**src/rtl/pong_input_pkg.sv**
```systemverilog
// Shared definitions for the pong input path (pad reader, debouncers, input bridge).
// Latency: n/a (declarations only).
// Backpressure: n/a.
package pong_input_pkg;

    // SNES serial frame geometry: 16 shifted bits, the low 12 are real buttons
    localparam int SNES_BITS = 16;
    localparam int PAD_BTNS  = 12;

    // Button positions in the shifted frame and in the published vectors
    localparam int BTN_B      = 0;
    localparam int BTN_Y      = 1;
    localparam int BTN_SELECT = 2;
    localparam int BTN_START  = 3;
    localparam int BTN_UP     = 4;
    localparam int BTN_DOWN   = 5;
    localparam int BTN_LEFT   = 6;
    localparam int BTN_RIGHT  = 7;
    localparam int BTN_A      = 8;
    localparam int BTN_X      = 9;
    localparam int BTN_L      = 10;
    localparam int BTN_R      = 11;

    // Pad poll sequencer states
    typedef enum logic [2:0] {
        ST_IDLE   = 3'd0,
        ST_LATCH  = 3'd1,
        ST_CLK_LO = 3'd2,
        ST_CLK_HI = 3'd3,
        ST_DONE   = 3'd4
    } pad_state_t;

    // Input source selection understood by input_bridge
    typedef enum logic [1:0] {
        INPUT_MODE_BUTTONS = 2'b00,
        INPUT_MODE_PAD     = 2'b01
    } input_mode_t;

    // A connected pad shifts its four unused trailing bits as released (1);
    // an unplugged port reads all zeros through the board pull-down.
    function automatic logic pad_detect(input logic [SNES_BITS-1:0] raw);
        return raw[SNES_BITS-1:PAD_BTNS] == 4'b1111;
    endfunction

endpackage

```
**src/rtl/sync_2ff.sv**
```systemverilog
// Two-flop synchronizer for slow asynchronous inputs (pads, push buttons).
// Latency: 2 clk cycles from input to q.
// Backpressure: none; samples every cycle.
module sync_2ff #(
    parameter int WIDTH = 1
) (
    input  logic             clk,
    input  logic             rst,
    input  logic [WIDTH-1:0] d,
    output logic [WIDTH-1:0] q
);

    logic [WIDTH-1:0] meta;

    // First stage may go metastable; second stage gives it a full cycle to settle
    always_ff @(posedge clk) begin
        if (rst) begin
            meta <= '0;
            q    <= '0;
        end else begin
            meta <= d;
            q    <= meta;
        end
    end

endmodule

```
**src/rtl/snes_pad_reader.sv**
```systemverilog
// Polls two SNES pads on a shared latch/clock and publishes active-high button vectors.
// Latency: frame_valid 34*HALF_CYC cycles after pad_latch rises; one frame every POLL_CYCLES.
// Backpressure: none; free-running, results held until the next frame. Option: SNES_PAD_PRESENT_EN.
module snes_pad_reader
    import pong_input_pkg::*;
#(
    parameter int POLL_CYCLES = 833_333,
    parameter int HALF_CYC    = 300
) (
    input  logic                clk,
    input  logic                rst,
    input  logic [1:0]          pad_data,
    output logic                pad_latch,
    output logic                pad_clk,
    output logic [PAD_BTNS-1:0] buttons_p1,
    output logic [PAD_BTNS-1:0] buttons_p2,
    output logic [1:0]          present,
    output logic                frame_valid
);

    localparam int POLL_W = (POLL_CYCLES > 1) ? $clog2(POLL_CYCLES) : 1;
    localparam int PH_W   = $clog2(2 * HALF_CYC);

    localparam logic [POLL_W-1:0] POLL_LAST  = POLL_W'(POLL_CYCLES - 1);
    localparam logic [PH_W-1:0]   LATCH_LAST = PH_W'(2 * HALF_CYC - 1);
    localparam logic [PH_W-1:0]   HALF_LAST  = PH_W'(HALF_CYC - 1);
    localparam logic [3:0]        BIT_LAST   = 4'(SNES_BITS - 1);

    // Without the presence check the trailing four bits are never looked at,
    // so only the button bits are kept.
`ifdef SNES_PAD_PRESENT_EN
    localparam int RAW_W = SNES_BITS;
`else
    localparam int RAW_W = PAD_BTNS;
`endif

    pad_state_t        state;
    logic [POLL_W-1:0] poll_cnt;
    logic [PH_W-1:0]   phase_cnt;
    logic [3:0]        bit_cnt;
    logic [RAW_W-1:0]  raw_p1;
    logic [RAW_W-1:0]  raw_p2;
    logic [1:0]        pad_sync;

    sync_2ff #(
        .WIDTH (2)
    ) u_pad_sync (
        .clk (clk),
        .rst (rst),
        .d   (pad_data),
        .q   (pad_sync)
    );

`ifdef SNES_PAD_PRESENT_EN
    logic p1_ok;
    logic p2_ok;

    assign p1_ok = pad_detect(raw_p1);
    assign p2_ok = pad_detect(raw_p2);
`else
    assign present = 2'b11;
`endif

    // Free-running frame-rate timebase; a frame only starts when it reads 0
    always_ff @(posedge clk) begin
        if (rst) begin
            poll_cnt <= '0;
        end else if (poll_cnt == POLL_LAST) begin
            poll_cnt <= '0;
        end else begin
            poll_cnt <= poll_cnt + 1'b1;
        end
    end

    // Frame sequencer: drives latch/clock, captures bits, publishes results
    always_ff @(posedge clk) begin
        if (rst) begin
            state       <= ST_IDLE;
            phase_cnt   <= '0;
            bit_cnt     <= '0;
            raw_p1      <= '0;
            raw_p2      <= '0;
            pad_latch   <= 1'b0;
            pad_clk     <= 1'b1;
            buttons_p1  <= '0;
            buttons_p2  <= '0;
            frame_valid <= 1'b0;
`ifdef SNES_PAD_PRESENT_EN
            present     <= '0;
`endif
        end else begin
            frame_valid <= 1'b0;
            case (state)
                ST_IDLE: begin
                    if (poll_cnt == '0) begin
                        state     <= ST_LATCH;
                        pad_latch <= 1'b1;
                        pad_clk   <= 1'b1;
                        phase_cnt <= '0;
                        bit_cnt   <= '0;
                    end
                end

                ST_LATCH: begin
                    if (phase_cnt == LATCH_LAST) begin
                        state     <= ST_CLK_LO;
                        pad_latch <= 1'b0;
                        pad_clk   <= 1'b0;
                        phase_cnt <= '0;
                    end else begin
                        phase_cnt <= phase_cnt + 1'b1;
                    end
                end

                ST_CLK_LO: begin
                    if (phase_cnt == HALF_LAST) begin
                        // Sample at the very end of the low phase, just before the
                        // rising edge that makes the pad advance to the next bit.
                        if (int'(bit_cnt) < RAW_W) begin
                            raw_p1[bit_cnt] <= pad_sync[0];
                            raw_p2[bit_cnt] <= pad_sync[1];
                        end
                        state     <= ST_CLK_HI;
                        pad_clk   <= 1'b1;
                        phase_cnt <= '0;
                    end else begin
                        phase_cnt <= phase_cnt + 1'b1;
                    end
                end

                ST_CLK_HI: begin
                    if (phase_cnt == HALF_LAST) begin
                        phase_cnt <= '0;
                        if (bit_cnt == BIT_LAST) begin
                            // All 16 bits in hand: publish on entry to DONE so the
                            // strobe and the new vectors appear in the same cycle.
                            state       <= ST_DONE;
                            frame_valid <= 1'b1;
`ifdef SNES_PAD_PRESENT_EN
                            present    <= {p2_ok, p1_ok};
                            buttons_p1 <= p1_ok ? ~raw_p1[PAD_BTNS-1:0] : '0;
                            buttons_p2 <= p2_ok ? ~raw_p2[PAD_BTNS-1:0] : '0;
`else
                            buttons_p1 <= ~raw_p1[PAD_BTNS-1:0];
                            buttons_p2 <= ~raw_p2[PAD_BTNS-1:0];
`endif
                        end else begin
                            state   <= ST_CLK_LO;
                            pad_clk <= 1'b0;
                            bit_cnt <= bit_cnt + 1'b1;
                        end
                    end else begin
                        phase_cnt <= phase_cnt + 1'b1;
                    end
                end

                ST_DONE: begin
                    state <= ST_IDLE;
                end

                default: begin
                    state     <= ST_IDLE;
                    pad_latch <= 1'b0;
                    pad_clk   <= 1'b1;
                end
            endcase
        end
    end

endmodule

```
**config.mk**
```make
export PLATFORM = sky130hd
export DESIGN_NAME = snes_pad_reader
export DESIGN_NICKNAME = d
export VERILOG_FILES = /design/src/rtl/pong_input_pkg.sv /design/src/rtl/sync_2ff.sv /design/src/rtl/snes_pad_reader.sv
export SDC_FILE = /design/constraint.sdc
export NUM_CORES = 1
export LEC_CHECK = 0
export ABC_AREA = 0
export BUFFER_PORTS_ARGS = -buffer_cell sky130_fd_sc_hd__buf_2
export CORE_ASPECT_RATIO = 0.9
export CORE_MARGIN = 2
export CORE_UTILIZATION = 35
export CTS_BUF_LIST = sky130_fd_sc_hd__clkbuf_8
export CTS_CLUSTER_DIAMETER = 200
export CTS_CLUSTER_SIZE = 16
export DETAILED_ROUTE_END_ITERATION = 8
export SKIP_LAST_GASP = 1
export SYNTH_ARGS = -nofsm -noshare
export SYNTH_HDL_FRONTEND = slang
export SYNTH_SLANG_ARGS = --single-unit
```
**constraint.sdc**
```tcl
create_clock -name clk -period 2.4 [get_ports clk]
set_input_delay 0.24 -clock clk [delete_from_list [all_inputs] [get_ports clk]]
set_output_delay 0.24 -clock clk [all_outputs]
set_load 0.01 [all_outputs]
```
==> results of run 1 <==
[cell families (layout without fill, tap and decap cells)]
family	Yosys count	in the layout	share of synthesized area, %
compound gates	31	31	5.343
xor+xnor	21	21	4.567
simple gates	184	184	23.02
buf+inv	57	87	6.089
fa+ha+maj	7	7	2.174
flops	92	92	45.73
mux	52	52	12.99
other cells	1	2	0.09311
[final timing paths]
path,to,slack (ns)
worst min register to register,u_pad_sync.q[0],0.44
worst min-delay path,u_pad_sync.meta[1],0.09
worst max-delay path,bit_cnt[3],0.25
worst max register to register,bit_cnt[3],0.25
[layout make-up]
class | count | area share [%]
flip-flops and latches | 92 | 40.62
clock buffers | 9 | 2.732
repair buffers | 37 | 4.746
clock inverters | 6 | 1.573
well taps | 156 | 4.305
multi-input cells | 297 | 43.13
inverters | 35 | 2.897
[synthesized netlist by cell type (all sizes together)]
| library cell | instances |
|---|---|
| o2bb2ai | 1 |
| nand3 | 14 |
| a311o | 1 |
| a41o | 1 |
| nand2b | 3 |
| nand2 | 11 |
| a31oi | 2 |
| o311a | 1 |
| clkbuf | 14 |
| mux2i | 50 |
| nor3 | 8 |
| ha | 7 |
| xor2 | 9 |
| o21ai | 4 |
| mux2 | 2 |
| dfxtp | 92 |
| o31ai | 4 |
| nor2 | 87 |
| a21o | 1 |
| nor3b | 3 |
| nand4b | 1 |
| conb | 1 |
| nor4b | 2 |
| o41ai | 1 |
| buf | 8 |
| and4b | 3 |
| and3 | 9 |
| nand4 | 14 |
| and3b | 1 |
| a21oi | 10 |
| xnor2 | 12 |
| nor4 | 9 |
| nor4bb | 2 |
| nor2b | 8 |
| inv | 35 |
| a32oi | 2 |
| a311oi | 1 |
| a31o | 2 |
| or3 | 3 |
| or4 | 6 |
[sequential cells by signal, summed over array words and instances (netlist names)]
register / count
poll_cnt: 20
buttons_p1: 12
buttons_p2: 12
raw_p1: 12
raw_p2: 12
phase_cnt: 10
bit_cnt: 4
state: 3
u_pad_sync.meta: 2
u_pad_sync.q: 2
frame_valid: 1
pad_clk: 1
pad_latch: 1
[power by group through the flow]
stage	Clock, µW	Sequential, µW	Combinational, µW
5_1_grt	1140	1660	516
2_1_floorplan	0	1670	359
3_5_place_dp	0	1690	455
6_report	1050	1650	457
3_3_place_gp	0	1690	446
4_1_cts	1090	1650	456
[critical path, stage by stage, from the launching register on]
cell     delay [ns]
dfxtp_1        0.35
nor4_1         0.47
and3_1         0.38
a32oi_1        0.23
nor4_1         0.25
mux2_2         0.36
[routing by layer]
layer	wire length, µm	part of all wire, %	vias to the layer above	GRT usage [%]
met5	0	0	-	0
met4	82	1.0	0	3.697
met3	291	3.7	6	4.658
met2	3285	42	46	18.46
met1	4213	54	1376	20.49
li1	-	-	1575	-
[cell usage in the layout (no fill, tap or decap), types with 3 or more instances in the layout]
master,synthesis,final
a21oi_1,9,9
and3_1,9,9
and4b_1,3,3
buf_2,5,30
buf_4,2,6
clkbuf_8,1,9
dfxtp_1,92,92
ha_1,7,7
inv_1,35,35
inv_6,0,3
mux2i_1,50,50
nand2_1,11,11
nand2b_1,3,3
nand3_1,14,14
nand4_1,14,14
nor2_1,87,87
nor2b_1,8,8
nor3_1,7,7
nor4_1,9,9
o21ai_0,3,3
o31ai_1,4,4
or3_1,3,3
or4_1,5,5
xnor2_1,12,12
xor2_1,9,9
[through the flow]
stage | util [%] | instance area [µm²] | hold slack (ns) | instances
6_report | 39.98 | 4534 | 0.08540 | 632
4_1_cts | 39.92 | 4528 | 0.06598 | 632
3_3_place_gp | 38.20 | 4333 | 0.4269 | 617
3_5_place_dp | 38.20 | 4333 | 0.4324 | 617
5_1_grt | 39.98 | 4534 | 0.06953 | 632
2_1_floorplan | - | 4031 | 0.3682 | 446
==> out/qor.txt, run 1 <==
Die Ht - 105.8 µm
Final HPWL DP - 5699 µm
Power Dens Cells - 696.1 nW/µm²
H-Tree Depth - 3
Crit path required time - 2.67 ns
Register Area - 1842 µm²
GRT Residual Overflow - 0
combinational fraction of design power - 14.5%
residual DRC count - 0
CTS buffer count - 9
Worst setup EP type - flip-flop
layout cells sized above 1 - 12.82%
Root Buffer Master - clkbuf_8
r2r worst-path depth - 5
crit-path max FO - 6
GR Util All Layers - 13.67%
Setup WS post-layout - 0.2504 ns
area of the multi-input gates - 1956 µm²
fin crit share - 89.56%
synthesis-to-finish area growth - 12.58%
Final Hold Viols - 0
initial antenna violation count - 0
antenna-violating nets left - 0
DR pass1 iterations - 4
WL final - 7873 µm
Least-Margin Pin Slew - 0.6499 ns
Post-CTS Hold Fix Bufs - 0
sequential fraction of the synthesis area - 45.73%
clock latency on the worst-skew pair - 0.37 ns
CP arrival - 2.42 ns
number of synthesized register bits - 92
Hold Path Depth - 2
Setup crit start - poll_cnt[16]
reg2reg start - poll_cnt[16]
Worst-path clk slew - 0.10 ns
Setup crit start kind - flip-flop
DRT iter0 DRCs - 163
CTS sink cnt - 92
share of the synthesized area in the top cell type - 45.73%
leakage - 0.001837 µW
maximum vdd drop - 314.5 µV
status - finished, final reports clean
gp weighted congestion - 0.7924
Tot Pwr - 3156 µW
Final #Nets - 483
Max Clk Rate - 0.4652 GHz
total of warnings raised by yosys - 0
post-CTS setup buffers - 0
DR vias - 3,003
Mapped Area - 4028 µm²
setup tns final - 0 ns
detailed-route wire length per cell - 12.46 µm
global-route wire length before repair - 13,430 µm
number of global-route vias before repair - 2,809
Max-slew headroom - 56.06%
crit path time final - 2.150 ns
IO Pins - 33
Yosys top cell by area - dfxtp_1
sequential share of power - 52.2%
die area - 12,380 µm²
post_cts resized - 0
clock skew - 0.01121 ns
cells after synthesis - 445
Rows - 37
hold_sp - pad_data[1]
core area - 11,340 µm²
final count of negative-setup-slack endpoints - 0
Mapped Avg Cell Area - 9.051 µm²
clock share of power - 33.3%
clk buf depth - 2
largest net degree at the start of global routing - 49
Ant. Diodes - 0
critical path class - reg2reg
Int Pwr - 2248 µW
Net Sw Power - 907.9 µW
worst hold path type - in2reg
die width - 117.1 µm
switching share of power - 28.76%
IO Port Bufs - 30
max-cap violations - 0
DP Worst Slack - 0.1918 ns
via/cell ratio - 4.752
Netlist cell types - 47
Slew Limit Fails - 0
fillers - 1,130
clock tree from TritonCTS - done
largest cells by area after synthesis - dfxtp_1 (46%), mux2i_1 (12%), nor2_1 (8.1%)
RSZ-0062 raised after global routing - no
Initial Utilization - 35.51%
No activity file was read; power rests on OpenSTA's default activity.
==> run 2: changes to the inputs <==
--- a/config.mk
+++ b/config.mk
@@ -7,7 +7,6 @@
 export LEC_CHECK = 0
 export ABC_AREA = 0
 export BUFFER_PORTS_ARGS = -buffer_cell sky130_fd_sc_hd__buf_2
-export CORE_ASPECT_RATIO = 0.9
 export CORE_MARGIN = 2
 export CORE_UTILIZATION = 35
 export CTS_BUF_LIST = sky130_fd_sc_hd__clkbuf_8
==> run 2 against run 1 <==
  * Global-route usage about the same
  * Sequential power is essentially flat
  * Combinational power about the same
  * Register-to-register slack lost 0.03 ns
  * Fmax decreased by 1.4%
  * Sequential share of layout area increased by 0.44 points
  * Cell count decreased by 2.2%
  * Clock skew is essentially flat
  * Critical path depth up 2
  * Cell area fell by 1.1%
  * Wire length increased by 3.9%
  * Total power shrank 3.9%
  * Critical path type unchanged
  * Largest cell class unchanged
==> out/qor.txt, run 2 (synthesis gave the netlist of run 1 again) <==
R2R Path End - phase_cnt[9]
reg2reg start - poll_cnt[0]
final core utilization - 39.62% (-0.36 points)
Worst setup EP type - flip-flop
setup tns final - 0 ns (unchanged)
core area - 11,320 µm² (-0.19%)
DR pass1 iterations - 4 (unchanged)
clock tree from TritonCTS - done
commonest non-fill, non-tap cell in the layout - dfxtp_1
Tot Pwr - 3032 µW (-3.9%)
detailed-route wire length per cell - 13.24 µm (+6.3%)
post_cts resized - 0 (unchanged)
commonest cells after routing, fill and taps aside - dfxtp_1 (92), nor2_1 (87), mux2i_1 (50), inv_1 (38), buf_2 (30)
worst hold path type - in2reg
via/cell ratio - 5.034 (+5.9%)
hold_sp - pad_data[1]
gp weighted congestion - 0.7738 (-2.3%)
antenna-violating nets left - 0 (unchanged)
final count of negative-setup-slack endpoints - 0 (unchanged)
largest net degree at the start of global routing - 36 (-27%)
Max Clk Rate - 0.4587 GHz (-1.4%)
RSZ-0062 raised after global routing - no
crit-path max FO - 14 (+8)
Ant. Diodes - 0 (unchanged)
Root Buffer Master - clkbuf_8
status - finished, final reports clean
die area - 12,380 µm² (about the same)
initial antenna violation count - 0 (unchanged)
maximum vdd drop - 344.2 µV (+9.4%)
H-Tree Depth - 3 (unchanged)
synthesis-to-finish area growth - 11.37%
max layer used - met4
residual DRC count - 0 (unchanged)
clk buf depth - 2 (unchanged)
Die Ht - 111.3 µm (+5.2%)
GR Util All Layers - 13.69% (+0.022 points)
hold endpoint - u_pad_sync.meta[1]
IO Pins - 33 (unchanged)
R2R setup slack - 0.22 ns (-0.03 ns)
Max-slew headroom - 55.44% (-0.62 points)
clock skew - 0.01094 ns (-0.0002713 ns)
Crit path required time - 2.69 ns (+0.02 ns)
Power Dens Cells - 675.9 nW/µm² (-2.9%)
GRT Residual Overflow - 0 (unchanged)
routed length on met1 - 3810 µm (-9.6%)
die width - 111.3 µm (-5.0%)
max reg flops - 20 (unchanged)
clock latency on the worst-skew pair - 0.37 ns (about the same)
post-placement cell area - 4309 µm² (-0.55%)
Rows - 39 (+5.4%)
fin crit share - 90.84% (+1.3 points)
global-route wire length before repair - 14,010 µm (+4.3%)
post-CTS setup buffers - 0 (unchanged)
Final HPWL DP - 5816 µm (+2.0%)
leakage - 0.001833 µW (-0.21%)
Final Hold Viols - 0 (unchanged)
Setup crit start kind - flip-flop
Least-Margin Pin Slew - 0.6591 ns (+0.009156 ns)
max-cap violations - 0 (unchanged)
IO Port Bufs - 30 (unchanged)
CTS sink cnt - 92 (unchanged)
Worst-path clk slew - 0.08 ns (-0.02 ns)
Routed met2 length - 3812 µm (+16%)
register name with the most flops - poll_cnt
DRT iter0 DRCs - 106 (-35%)
r2r worst-path depth - 7 (+2)
met3 WL - 357 µm (+23%)
WL final - 8183 µm (+3.9%)
Slew Limit Fails - 0 (unchanged)
Initial Utilization - 35.58% (+0.067 points)
CTS buffer count - 9 (unchanged)
Final Instance Count excl. Fillers - 618 (-2.2%)
layout cells sized above 1 - 12.00% (-0.82 points)
Hold Path Depth - 2 (unchanged)
Post-CTS Hold Fix Bufs - 0 (unchanged)
DR vias - 3,111 (+3.6%)
placed cell count - 603 (-2.3%)
Final #Nets - 482 (-0.21%)
crit path time final - 2.180 ns (+0.03069 ns)
critical path class - reg2reg
CP arrival - 2.47 ns (+0.05 ns)
number of global-route vias before repair - 3,017 (+7.4%)
cell area after layout - 4486 µm² (-1.1%)
-- run 2: worst max path at each step --
stage                      start            to  slack [ns]  cells after the start
floorplan            poll_cnt[0]    bit_cnt[3]        0.39                      8
detailed placement   poll_cnt[0]  phase_cnt[9]        0.12                      7
finish               poll_cnt[0]  phase_cnt[9]        0.22                      7
global placement     poll_cnt[0]    bit_cnt[3]        0.11                      7
global route        phase_cnt[0]     raw_p2[2]       0.006                      6
CTS                  poll_cnt[0]  phase_cnt[9]        0.08                      7
-- run 2: layout make-up --
| class | instances | area [µm²] |
|---|---|---|
| Tap cell | 143 | 178.9 |
| Clock inverter | 4 | 18.77 |
| Clock buffer | 11 | 151.4 |
| Multi-Input combinational cell | 297 | 1956 |
| Sequential cell | 92 | 1842 |
| Fill cell | 1178 | 6835 |
| Inverter | 35 | 131.4 |
| Timing Repair Buffer | 36 | 207.7 |
-- run 2: metal layers --
metal	vias to the layer above	track usage [%]
li1	1570	-
met1	1473	16.71
met2	51	22.93
met3	17	4.101
met4	0	4.856
met5	-	0
-- run 2: through the flow --
step                worst slack (ns)  hold slack, ns
floorplan                     0.3872          0.3682
global placement              0.1060          0.4275
detailed placement            0.1216          0.4220
CTS                          0.08335          0.1001
global route                0.006312          0.1060
finish                        0.2198          0.1182
-- run 2: report_power, final --
part / switching, µW / internal [µW] / leakage (µW)
logic: 285 / 172 / 0.000994
clock network: 512 / 417 / 0.0000952
registers: 65.1 / 1580 / 0.000743
total: 862 / 2170 / 0.00183
-- run 2: worst max-delay path, stage by stage (launching register included) --
cell	delay, ns
dfxtp_1	0.35
inv_1	0.07
ha_1	0.13
nor4b_2	0.25
and3_1	0.37
a21oi_2	0.23
or4_1	0.55
a21oi_1	0.16
